<file path="src/rtl/mem_code_pkg.sv">
// mem_code_pkg: shared definitions for the memory-code chip generator.
// FSM encodings and the sync code ROM read latency.
package mem_code_pkg;

    typedef logic [1:0] state_t;

    localparam state_t S_IDLE = 2'd0;
    localparam state_t S_FILL = 2'd1;
    localparam state_t S_RUN  = 2'd2;

    localparam int unsigned ROM_LAT = 1;

endpackage

</file>
<file path="src/rtl/mem_code_wordbuf.sv">
// mem_code_wordbuf: current/next ROM word double buffer.
// Selects the chip bit and forwards a just-landing word on a switch.
import mem_code_pkg::*;

module mem_code_wordbuf #(
    parameter int DATA_WIDTH = 32,
    parameter int IDX_WIDTH  = $clog2(DATA_WIDTH)
) (
    input  logic                  clk,
    input  logic                  rst_b,
    input  logic                  clear,
    input  logic                  load,
    input  logic                  swap,
    input  logic [DATA_WIDTH-1:0] rdata,
    input  logic [IDX_WIDTH-1:0]  sel,
    output logic                  cur_valid,
    output logic                  next_avail,
    output logic                  sel_bit,
    output logic                  next_msb
);

    logic [DATA_WIDTH-1:0] cur_word;
    logic [DATA_WIDTH-1:0] next_word;
    logic                  next_valid;

    // next word is usable if held, or landing now while cur is occupied
    always_comb begin
        next_avail = next_valid | (load & cur_valid);
        next_msb   = next_valid ? next_word[DATA_WIDTH-1]
                                : rdata[DATA_WIDTH-1];
        sel_bit    = cur_word[~sel];
    end

    // landing words fill cur first, then next; a swap promotes next
    always_ff @(posedge clk or negedge rst_b) begin
        if (!rst_b) begin
            cur_word   <= '0;
            next_word  <= '0;
            cur_valid  <= 1'b0;
            next_valid <= 1'b0;
        end else if (clear) begin
            cur_valid  <= 1'b0;
            next_valid <= 1'b0;
        end else if (swap) begin
            next_valid <= 1'b0;
            if (next_valid) begin
                cur_word  <= next_word;
                cur_valid <= 1'b1;
            end else if (load && cur_valid) begin
                cur_word  <= rdata;
                cur_valid <= 1'b1;
            end else begin
                cur_valid <= 1'b0;
            end
        end else if (load) begin
            if (!cur_valid) begin
                cur_word  <= rdata;
                cur_valid <= 1'b1;
            end else begin
                next_word  <= rdata;
                next_valid <= 1'b1;
            end
        end
    end

endmodule

</file>
<file path="src/rtl/mem_code_gen.sv">
// mem_code_gen: code chip generator fed from the sync code ROM.
// FSM, chip/bit counters, prefetch address generator, underrun flag.
import mem_code_pkg::*;

module mem_code_gen #(
    parameter int ADDR_WIDTH = 10,
    parameter int DATA_WIDTH = 32,
    parameter int LEN_WIDTH  = 14
) (
    input  logic                  clk,
    input  logic                  rst_b,
    input  logic                  enable,
    input  logic                  init,
    input  logic [ADDR_WIDTH-1:0] start_addr,
    input  logic [LEN_WIDTH-1:0]  code_length,
    input  logic                  phase_step,
    output logic                  rom_rd,
    output logic [ADDR_WIDTH-1:0] rom_addr,
    input  logic [DATA_WIDTH-1:0] rom_rdata,
    output logic                  code_bit,
    output logic                  code_valid,
    output logic                  epoch,
    output logic                  underrun
);

    localparam int IDX_WIDTH = $clog2(DATA_WIDTH);
    localparam logic [LEN_WIDTH:0] DW = (LEN_WIDTH+1)'(DATA_WIDTH);

    state_t                state;
    logic                  fill2;
    logic [LEN_WIDTH-1:0]  chip_cnt;
    logic [LEN_WIDTH-1:0]  len_q;
    logic [LEN_WIDTH-1:0]  req_base;
    logic [ADDR_WIDTH-1:0] start_q;
    logic [ADDR_WIDTH-1:0] req_addr;
    logic [IDX_WIDTH-1:0]  bit_idx;
    logic [ROM_LAT-1:0]    rd_pipe;

    logic                  load;
    logic                  take;
    logic                  step;
    logic                  wrap;
    logic                  swap;
    logic                  recover;
    logic                  issue;
    logic                  last;
    logic                  take_last;
    logic [LEN_WIDTH:0]    base_end;
    logic                  cur_valid;
    logic                  next_avail;
    logic                  sel_bit;
    logic                  next_msb;

    // step/switch decode and the word-after-request address rule
    always_comb begin
        load      = rd_pipe[ROM_LAT-1] & enable;
        take      = enable & init;
        step      = enable & ~take & phase_step & code_valid;
        wrap      = chip_cnt == len_q - 1'b1;
        swap      = step & (wrap | (&bit_idx));
        recover   = enable & ~take & (state == S_RUN)
                  & load & ~cur_valid;
        issue     = enable & ~take
                  & (((state == S_FILL) & fill2)
                  | (swap & next_avail) | recover);
        base_end  = {1'b0, req_base} + DW;
        last      = base_end >= {1'b0, len_q};
        take_last = DW >= {1'b0, code_length};
    end

    mem_code_wordbuf #(
        .DATA_WIDTH(DATA_WIDTH)
    ) u_wordbuf (
        .clk       (clk),
        .rst_b     (rst_b),
        .clear     (take),
        .load      (load),
        .swap      (swap),
        .rdata     (rom_rdata),
        .sel       (bit_idx + 1'b1),
        .cur_valid (cur_valid),
        .next_avail(next_avail),
        .sel_bit   (sel_bit),
        .next_msb  (next_msb)
    );

    // read pipeline; reads issued before init or disable are dropped
    always_ff @(posedge clk or negedge rst_b) begin
        if (!rst_b) begin
            rd_pipe <= '0;
        end else if (take || !enable) begin
            rd_pipe <= '0;
        end else begin
            rd_pipe <= ROM_LAT'({rd_pipe, rom_rd});
        end
    end

    // FSM, counters, ROM requests and chip output
    always_ff @(posedge clk or negedge rst_b) begin
        if (!rst_b) begin
            state      <= S_IDLE;
            fill2      <= 1'b0;
            chip_cnt   <= '0;
            len_q      <= '0;
            req_base   <= '0;
            start_q    <= '0;
            req_addr   <= '0;
            bit_idx    <= '0;
            rom_rd     <= 1'b0;
            rom_addr   <= '0;
            code_bit   <= 1'b0;
            code_valid <= 1'b0;
            epoch      <= 1'b0;
            underrun   <= 1'b0;
        end else begin
            rom_rd <= issue | take;
            epoch  <= 1'b0;
            if (issue) begin
                rom_addr <= req_addr;
                req_addr <= last ? start_q : req_addr + 1'b1;
                req_base <= last ? '0 : base_end[LEN_WIDTH-1:0];
            end
            if (!enable) begin
                state      <= S_IDLE;
                code_valid <= 1'b0;
            end else if (take) begin
                state      <= S_FILL;
                fill2      <= 1'b1;
                rom_addr   <= start_addr;
                start_q    <= start_addr;
                len_q      <= code_length;
                req_addr   <= take_last ? start_addr
                                        : start_addr + 1'b1;
                req_base   <= take_last ? '0 : DW[LEN_WIDTH-1:0];
                chip_cnt   <= '0;
                bit_idx    <= '0;
                underrun   <= 1'b0;
                code_valid <= 1'b0;
            end else begin
                fill2 <= 1'b0;
                if (state == S_FILL && load && cur_valid) begin
                    state <= S_RUN;
                end
                if (load && !cur_valid && state != S_IDLE) begin
                    code_valid <= 1'b1;
                    code_bit   <= rom_rdata[DATA_WIDTH-1];
                end
                if (step) begin
                    epoch    <= wrap;
                    chip_cnt <= wrap ? '0 : chip_cnt + 1'b1;
                    if (swap) begin
                        bit_idx <= '0;
                        if (next_avail) begin
                            code_bit <= next_msb;
                        end else begin
                            underrun   <= 1'b1;
                            code_valid <= 1'b0;
                        end
                    end else begin
                        bit_idx  <= bit_idx + 1'b1;
                        code_bit <= sel_bit;
                    end
                end
            end
        end
    end

endmodule

</file>
<file path="config.mk">
export PLATFORM = sky130hd
export DESIGN_NAME = mem_code_gen
export DESIGN_NICKNAME = d
export VERILOG_FILES = /design/src/rtl/mem_code_pkg.sv /design/src/rtl/mem_code_wordbuf.sv /design/src/rtl/mem_code_gen.sv
export SDC_FILE = /design/constraint.sdc
export NUM_CORES = 1
export LEC_CHECK = 0
export ABC_AREA = 1
export CAP_MARGIN = 5
export CORE_ASPECT_RATIO = 1.75
export CORE_MARGIN = 2
export CORE_UTILIZATION = 53
export DETAILED_ROUTE_END_ITERATION = 12
export PLACE_DENSITY = 0.77
export SYNTH_ARGS = -nofsm -noshare
export SYNTH_HDL_FRONTEND = slang
export SYNTH_SLANG_ARGS = --single-unit
</file>
<file path="constraint.sdc">
create_clock -name clk -period 2.65 [get_ports clk]
set_clock_uncertainty 0.15 [all_clocks]
set_input_delay 0.3975 -clock clk [delete_from_list [all_inputs] [get_ports clk]]
set_output_delay 0.3975 -clock clk [all_outputs]
set_load 0.03 [all_outputs]
</file>
==> metrics, run 1 <==
status=finished, violations left; failing checks=negative setup slack; cell taking the most area after synthesis=dfrtp_1; # H-tree levels=4; dpl hpwl=14,810 um; fin. max-slew vios=0; WP data arrival=2940 ps; largest net degree at the start of global routing=69; Area growth, synth to finish=30.03%; pwr dens=607.5 mW/mm^2; hold_ws=308.8 ps; die span in y=173.4 um; synthesized cell area=0.008691 mm^2; Final Non-Filler Cells=1,495; Inst Count DP=1,437; routability cong.=0.9019; Post-route DRC=0; HP Class=input port to async pin; max_slew headroom=67.98%; Crit. Startpoint=req_base[8]; antenna violations before repair=0; Total Negative Setup Slacks=-1759 ps; ys flop type=dfrtp_1; Crit Path Max Fanout=8; Yosys Warn Count=0; kind of critical path=register to register; RSZ-0062 raised after global routing=yes; Leakage=5.756 nW; Avg WL per Cell=15.58 um; TritonCTS Sinks=152; Setup crit end kind=register; Critical R2R Capture=req_addr[6]; Netlist cell types=39; worst ir drop on vdd=0.3820 mV; via count=7,990; worst path required time=2820 ps; R2R setup slack=-120 ps; Vias/cell=5.344; Syn Nets=1,245; total global-route track usage=24.97%; Die X=100.8 um; ant diodes=0; synthesis-stage register bit count=152; worst setup margin=-118.1 ps; Final Hold Violating Endpoints=0; cell count after synthesis=1,163; Tcrit/Tclk final=104.5%; Buffers on Ports=75; num rows=62; TritonRoute pass-1 iters=4; Setup crit start kind=register; FFs w/ async S/R, synth=100.0%; Fmax=361.3 MHz; initial core utilization=53.60%; cts bufs inserted=17; RR Startpoint=req_base[8]; die area=0.01748 mm^2; # setup viols final=24; first-pass GRT wire length=35,030 um; EDFF count, synth=0; end point of the critical path=req_addr[6]; Max clock buf depth=2; Max-Cap Viols=0; IO Pins=76; sequential area share after synthesis=43.77%; r2r worst-path depth=19; Core ar.=0.01621 mm^2; Final min period=2768 ps; clock network latency to the later pin of the worst-skew pair=430 ps; Root Buffer Master=clkbuf_16; clock transition at the registers of the reported paths=60 ps; Starting DRT DRC Count=416; CTS tree=done; Final ANT Viol Nets=0; syn_area_per_cell=7.473 um^2; area share of the largest cell type after synthesis=43.77%; layout cells sized above 1=17.65%; synth top area cells=dfrtp_1 (44%), nand2_1 (15%), inv_1 (7.3%), o21ai_0 (7.0%), nand3_1 (4.2%); number of global-route vias before repair=7,749; final layout net count=1,373; Routed WL=23,300 um; worst-margin pin slew=480.3 ps; Overflow after GRT=0
==> worst max-delay path, stage by stage (launching register included) <==
cell	delay (ps)
dfrtp_1	370
inv_2	60
nor4_4	310
nand2_1	140
xor2_1	190
inv_1	120
ha_4	240
nand2_1	60
nor2_1	50
a211oi_2	180
o21ai_1	90
nand2_1	110
nand2_2	80
buf_6	150
nand2_1	60
nand2_1	50
nand3_1	80
nand2_1	60
nand2_1	50
nand2_1	60
==> routing by layer <==
layer	share of wire, %	vias up	track usage (%)
li1	-	3943	-
met1	38	3762	28.80
met2	55	220	43.50
met3	3.6	65	3.750
met4	3.7	0	13.53
met5	0	-	0
==> per-stage QoR <==
step / instance area, um^2 / setup WS (ps) / util, % / total power [mW]
final: 11300 / -118.1 / 69.70 / 6.865
after global routing: 11300 / -334.5 / 69.70 / 7.205
after CTS: 10580 / -83.71 / 65.23 / 6.684
after detailed placement: 9901 / -166.1 / 61.07 / 4.143
after global placement: 9901 / -6.196 / 61.07 / 4.100
after floorplan: 8692 / 13.53 / - / 3.675
==> timing repair <==
item / CTS / global route
hold buffers: 1 / 0
hold endpoints to repair: 40 / 0
pin swaps: 6 / 35
gates cloned: 0 / 11
setup endpoints to repair: 25 / 104
resized for setup: 11 / 143
setup buffers: 1 / 15
==> worst min path at each step <==
stage	slack, ps	end	from	cells past startpoint
finish	310	rom_addr[7]	rst_b	2
floorplan	-50	bit_idx[0]	rst_b	0
detailed placement	200	rom_addr[8]	rst_b	1
global route	340	rom_addr[7]	rst_b	2
global placement	200	rom_addr[7]	rst_b	1
CTS	320	rom_addr[7]	rst_b	2
==> cell usage after synthesis, drive strengths merged (2+ instances only) <==
cell type,n
o221ai,4
ha,21
nand3,75
nor2,68
nand4,5
nor4,5
a21oi,14
xnor2,7
xor2,37
buf,22
clkbuf,20
nand3b,6
inv,174
dfrtp,152
o21a,2
nand2,357
o22ai,15
o211ai,5
o21ai,156
nor3,12
==> power by group <==
| part | leakage (nW) | switching (mW) | total [mW] | internal (mW) |
|---|---|---|---|---|
| combinational | 3.55 | 0.794 | 1.40 | 0.604 |
| sequential | 1.92 | 0.243 | 2.93 | 2.68 |
| clock | 0.288 | 1.01 | 2.54 | 1.53 |
| total | 5.76 | 2.05 | 6.86 | 4.82 |
==> layout by cell type (no fill, tap or decap), types with 5 or more instances in the layout <==
cell               n
nand2_1          309
inv_1            161
dfrtp_1          149
o21ai_0           97
clkdlybuf4s50_1   74
nand3_1           69
nor2_1            51
buf_4             49
xor2_1            37
o21ai_1           35
nand2_2           28
o21ai_2           23
clkbuf_16         23
nand2_4           20
ha_1              17
o22ai_1           15
inv_2             12
a21oi_1           12
buf_6             11
nor2_4             9
nor3_1             9
buf_12             9
nor2_2             8
xnor2_1            6
nand3b_1           6
nand3_2            5
nand4_1            5
o211ai_1           5
==> cells by family (layout without fill, tap and decap cells) <==
kind of cell    count (synthesis)  count (layout)  share of synthesized area [%]
fa+ha+maj                      21              21                          3.023
buf+inv                       217             357                          10.15
compound gates                200             200                          12.87
xor+xnor                       44              44                          4.434
simple gates                  529             529                          25.76
flops                         152             152                          43.77
==> flip-flops by register name, summed over array words and instances, names as in the netlist, 2 cells and up <==
name,flops
u_wordbuf.cur_word,32
u_wordbuf.next_word,32
chip_cnt,14
len_q,14
req_base,14
req_addr,10
rom_addr,10
start_q,10
bit_idx,5
state,2
==> layout make-up <==
type,count,area [um^2]
Clock buffer,20,456.7
Multi-Input combinational cell,794,4400
Fill cell,1257,4912
Tap cell,192,240.2
Sequential cell,152,3807
Clock inverter,11,148.9
Inverter,175,659.4
Timing Repair Buffer,151,1588
No activity file was read; power rests on OpenSTA's default activity.
==> run 2, diff against run 1 <==
--- a/config.mk
+++ b/config.mk
@@ -9,7 +9,7 @@
 export CAP_MARGIN = 5
 export CORE_ASPECT_RATIO = 1.75
 export CORE_MARGIN = 2
-export CORE_UTILIZATION = 53
+export CORE_UTILIZATION = 55
 export DETAILED_ROUTE_END_ITERATION = 12
 export PLACE_DENSITY = 0.77
 export SYNTH_ARGS = -nofsm -noshare
==> constraint.sdc (replaced) <==
create_clock -name clk -period 3.45 [get_ports clk]
set_clock_uncertainty 0.15 [all_clocks]
set_input_delay 0.5175 -clock clk [delete_from_list [all_inputs] [get_ports clk]]
set_output_delay 0.5175 -clock clk [all_outputs]
set_load 0.03 [all_outputs]
==> run 2 against run 1 <==
The flow now finishes without violations. Utilization decreased by 3.4 points. Setup slack improved by 530 ps. Sequential share of layout area rose by 3.6 points. Routed wire length decreased by 15%. Highest routed layer unchanged.
==> metrics, run 2 (synthesis results as in run 1) <==
num rows=60 (-3.2%); routability cong.=0.8863 (-1.7%); die area=0.01686 mm^2 (-3.5%); hold_ws=332.6 ps (+23.88 ps); worst min-delay path startpoint=start_q[0]; met3 routed wirelength=716 um (-16%); Crit Path Max Fanout=23 (+15); Routed WL=19,860 um (-15%); R2R setup slack=410 ps (+530 ps); Final Non-Filler Cells=1,431 (-4.3%); Critical R2R Capture=req_base[12]; via count=7,521 (-5.9%); Max clock buf depth=2 (unchanged); pwr dens=485.4 mW/mm^2 (-20%); kind of critical path=register to register; Setup crit start kind=register; cts bufs inserted=17 (unchanged); most common cell after layout, fill and taps aside=nand2_1; max_slew headroom=58.20% (-9.8 points); TritonCTS Sinks=152 (unchanged); Leakage=5.230 nW (-9.1%); Tcrit/Tclk final=88.12% (-16 points); Metal-1 WL=8009 um (-9.0%); RR Startpoint=len_q[0]; initial core utilization=56.47% (+2.9 points); Final min period=3040 ps (+271.9 ps); Die X=99.03 um (-1.8%); number of global-route vias before repair=7,486 (-3.4%); met2 routed WL=10,530 um (-18%); TritonRoute pass-1 iters=6 (+2); IO Pins=76 (unchanged); Setup crit end kind=register; largest net degree at the start of global routing=67 (-2.9%); Post-CTS Hold Buffers=1 (unchanged); Buffers on Ports=75 (unchanged); Max-Cap Viols=0 (unchanged); die span in y=170.3 um (-1.8%); fin. max-slew vios=0 (unchanged); WHS Endpoint=start_q[0]; Fmax=328.9 MHz (-8.9%); Vias/cell=5.256 (-1.7%); ant diodes=0 (unchanged); Core ar.=0.01539 mm^2 (-5.1%); antenna violations before repair=0 (unchanged); Final Hold Violating Endpoints=0 (unchanged); CTS resizes=0 (-11); Overflow after GRT=0 (unchanged); # setup viols final=0 (-100%); final layout net count=1,314 (-4.3%); Final ANT Viol Nets=0 (unchanged); r2r worst-path depth=17 (-2); # H-tree levels=4 (unchanged); Hold Path Depth=2; RSZ-0062 raised after global routing=no; FF/Latch Area=0.003804 mm^2 (about the same); Post-route DRC=0 (unchanged); Total Negative Setup Slacks=0 ps (+1759 ps); dpl hpwl=14,230 um (-3.9%); status=complete, no violations; CTS tree=done; area of the multi-input gates=0.004005 mm^2 (-9.0%); first-pass GRT wire length=33,980 um (-3.0%); Root Buffer Master=clkbuf_16; Avg WL per Cell=13.88 um (-11%); clock transition at the registers of the reported paths=60 ps (about the same); HP Class=register to register; Fillers=1,291 (+2.7%); most frequent cells in the layout=nand2_1 (350), inv_1 (169), dfrtp_1 (152), o21ai_0 (121), clkdlybuf4s50_1 (74); Area growth, synth to finish=17.36%; layout cells sized above 1=6.747% (-11 points); clock network latency to the later pin of the worst-skew pair=430 ps (about the same); total global-route track usage=24.70% (-0.27 points); worst-margin pin slew=626.9 ps (+146.6 ps); postcts setup bufs=0 (-1); Inst Count DP=1,398 (-2.7%); WP data arrival=3180 ps (+240 ps); worst path required time=3590 ps (+770 ps); worst ir drop on vdd=0.2925 mV (-23%); Starting DRT DRC Count=317 (-24%); max layer used=met4; leading registers by flop count=u_wordbuf.cur_word x32, u_wordbuf.next_word x32
## run 2: cell count changes in the layout (fill, tap and decap cells not counted), moves of 7 or more
cell and delta:
inv_2 -7, inv_1 +8, o21ai_0 +24, nand2_1 +41, nor2_1 +7, nand2_2 -25
o21ai_2 -15, buf_6 -10, buf_4 -37, o21ai_1 -9, nand2_4 -16
## run 2: worst max-delay path by stage
stage                 from           end  slack [ps]  cells after the start
3_3_place_gp        enable  req_base[12]         450                     12
4_1_cts           len_q[0]  req_base[12]         410                     17
3_5_place_dp        enable  req_base[12]         360                     12
6_report          len_q[0]  req_base[12]         410                     17
5_1_grt           len_q[0]  req_base[12]         120                     17
2_1_floorplan  req_base[8]   req_addr[0]         790                     17
## run 2: layer usage
layer	global-route usage [%]	vias to the layer above
met4	10.48	0
met3	3.943	48
met1	28.30	3477
met5	0	-
met2	44.98	166
li1	-	3830
## run 2: area by class of cell
type,instances,share of cell area (%)
repair buffers,92,9.139
clock buffers,17,4.171
inverters,175,6.440
clock inverters,15,1.411
multi-input cells,794,39.27
flip-flops and latches,152,37.29
well taps,186,2.282
## run 2: power by group
part / switching, mW / internal [mW]
Sequential: 0.162 / 2.06
Clock: 0.809 / 1.01
Combinational: 0.533 / 0.379
## run 2: worst max-delay path, stage by stage, from the launching register on
cell,delay (ps)
dfrtp_1,420
inv_1,140
ha_1,250
nand2_1,100
nor2_2,120
nor2_1,50
nor2_1,100
nand2_1,80
inv_2,50
nand2_1,50
nor2_2,140
nand3_2,130
nand2_4,170
nand2_2,80
nand2_4,220
nand2_4,230
nand2_1,270
o21ai_0,130
## run 2: metrics by stage
step / util (%) / power [mW] / setup slack [ps] / area [um^2]
CTS: 66.28 / 4.978 / 405.3 / 10200
global placement: 62.51 / 3.123 / 453.4 / 9620
finish: 66.28 / 4.951 / 410.0 / 10200
floorplan: - / 2.823 / 786.6 / 8691
detailed placement: 62.51 / 3.156 / 359.2 / 9620
global route: 66.28 / 5.211 / 115.8 / 10200
==> run 3, diff against run 2 <==
--- a/config.mk
+++ b/config.mk
@@ -12,6 +12,7 @@
 export CORE_UTILIZATION = 55
 export DETAILED_ROUTE_END_ITERATION = 12
 export PLACE_DENSITY = 0.77
+export SETUP_SLACK_MARGIN = 0.02
 export SYNTH_ARGS = -nofsm -noshare
 export SYNTH_HDL_FRONTEND = slang
 export SYNTH_SLANG_ARGS = --single-unit
==> results of run 3 <==
The final DEF is identical to that of run 2; final timing and power are the same.
==> RTL change: new RTL, settings of run 1 <==
Change the parameter `ADDR_WIDTH` from 10 to 11.
--- a/src/rtl/mem_code_gen.sv
+++ b/src/rtl/mem_code_gen.sv
@@ -5,3 +5,3 @@
 module mem_code_gen #(
-    parameter int ADDR_WIDTH = 10,
+    parameter int ADDR_WIDTH = 11,
     parameter int DATA_WIDTH = 32,
Interface: changed (resized rom_addr and start_addr); port bits go from 76 to 78. No check against the original RTL was run, so the function may have changed too.
==> RTL change against run 1 <==
The run still ends with negative setup slack left; worst setup slack got worse by 0.26 ns; via count increased by 9.1%; first-iteration DRC count is 13% higher; wire length grew 7.2%; cell area up 1.3%; total power decreased by 0.53%; sequential power about the same; area after synthesis grew 3.5%; sequential cell count up 3; non-clock buffer count fell by 1; synthesized cell count rose by 5.9%; fmax is 8.5% lower; sequential share of layout area grew 0.20 points; critical path type unchanged; largest cell class unchanged.
==> RTL change: results <==
outcome:
  status: "complete, but fails checks"
  violations: "negative setup slack"
power:
  p_seq_share_pct: 43.1
  internal_power_mw: 4.79
  power_frac_comb_pct: 19.9
  p_comb_mw: 1.36
critical_path:
  critical-path-max-stage-delay_ns: 0.40
  arrival_ns: 3.22
  reg2reg_depth: 15
  reg2reg_slack_ns: -0.38
  worst_r2r_endpoint: "req_base[7]"
  slowest_stage: "nor4_4"
sta:
  tns_ns: -7.80
  slew_headroom_pct: 54.3
  setup_ws_ns: -0.376
  finalSetupViolCount: 25
die:
  tap_cells: 227
cells_and_area:
  syn_to_final_growth_pct: 27.2
  clockBufferCount: 19
  stdcell_count: 1589
  n_fill_cell: 1349
  seq_area_mm2: 0.00388
  drive_above_1_share_pct: 12.8
  inverters: 157
  nets: 1432
place:
  placed_area_mm2: 0.0103
  placed_cells: 1526
  io_buffers: 77
  hpwl_mm: 16.1
global_routing:
  grtUsageTotal_pct: 27.8
  use_met2_pct: 49.8
  grt_pass1_wl_mm: 39.9
  grt_max_degree: 56
  use_met3_pct: 4.71
  use_met1_pct: 30.2
route:
  wl_met2_mm: 13.3
  num_vias: 8718
  dr.pass1.iters: 6
logic_synthesis:
  syn_inst: 1232
  synth_nets: 1315
  ys_seq_area_share_pct: 43.1
  ys_top_cells_by_area: "dfrtp_1 (43%), nand2_1 (16%), nand3_1 (7.8%)"
clocking:
  cts_resized: 22
  post-cts-setup-buffers: 21
hold_path:
  hp-class: "flop to flop"
RTL change: cell count changes after synthesis, sizes merged, moves of 4 or more:
cell           run 1  this run
o211ai             5        10
o21ai            156       121
clkbuf            20        29
inv              174       156
nand2            357       384
nor2              68        61
buf               22        26
xor2              37        32
o221ai             4         0
nand3b             6        14
nand3             75       143
RTL change: logic make-up after synthesis:
family | Yosys count | share of synthesized area, %
compound gates | 172 | 10.4
xor+xnor | 42 | 4.09
fa+ha+maj | 21 | 2.92
buf+inv | 212 | 9.40
flops | 155 | 43.1
mux | 2 | 0.222
simple gates | 628 | 29.9
RTL change: worst max-delay path by stage:
stage          cells after the start        start           to  slack, ns
2_1_floorplan                     18  req_base[8]  req_addr[8]      0.003
3_3_place_gp                      15  req_base[8]  req_base[7]      -0.07
3_5_place_dp                      15  req_base[8]  req_base[7]      -0.18
4_1_cts                           16  req_base[6]  req_addr[3]       -0.1
5_1_grt                           17  req_base[8]  req_base[5]      -0.56
6_report                          15  req_base[8]  req_base[7]      -0.38
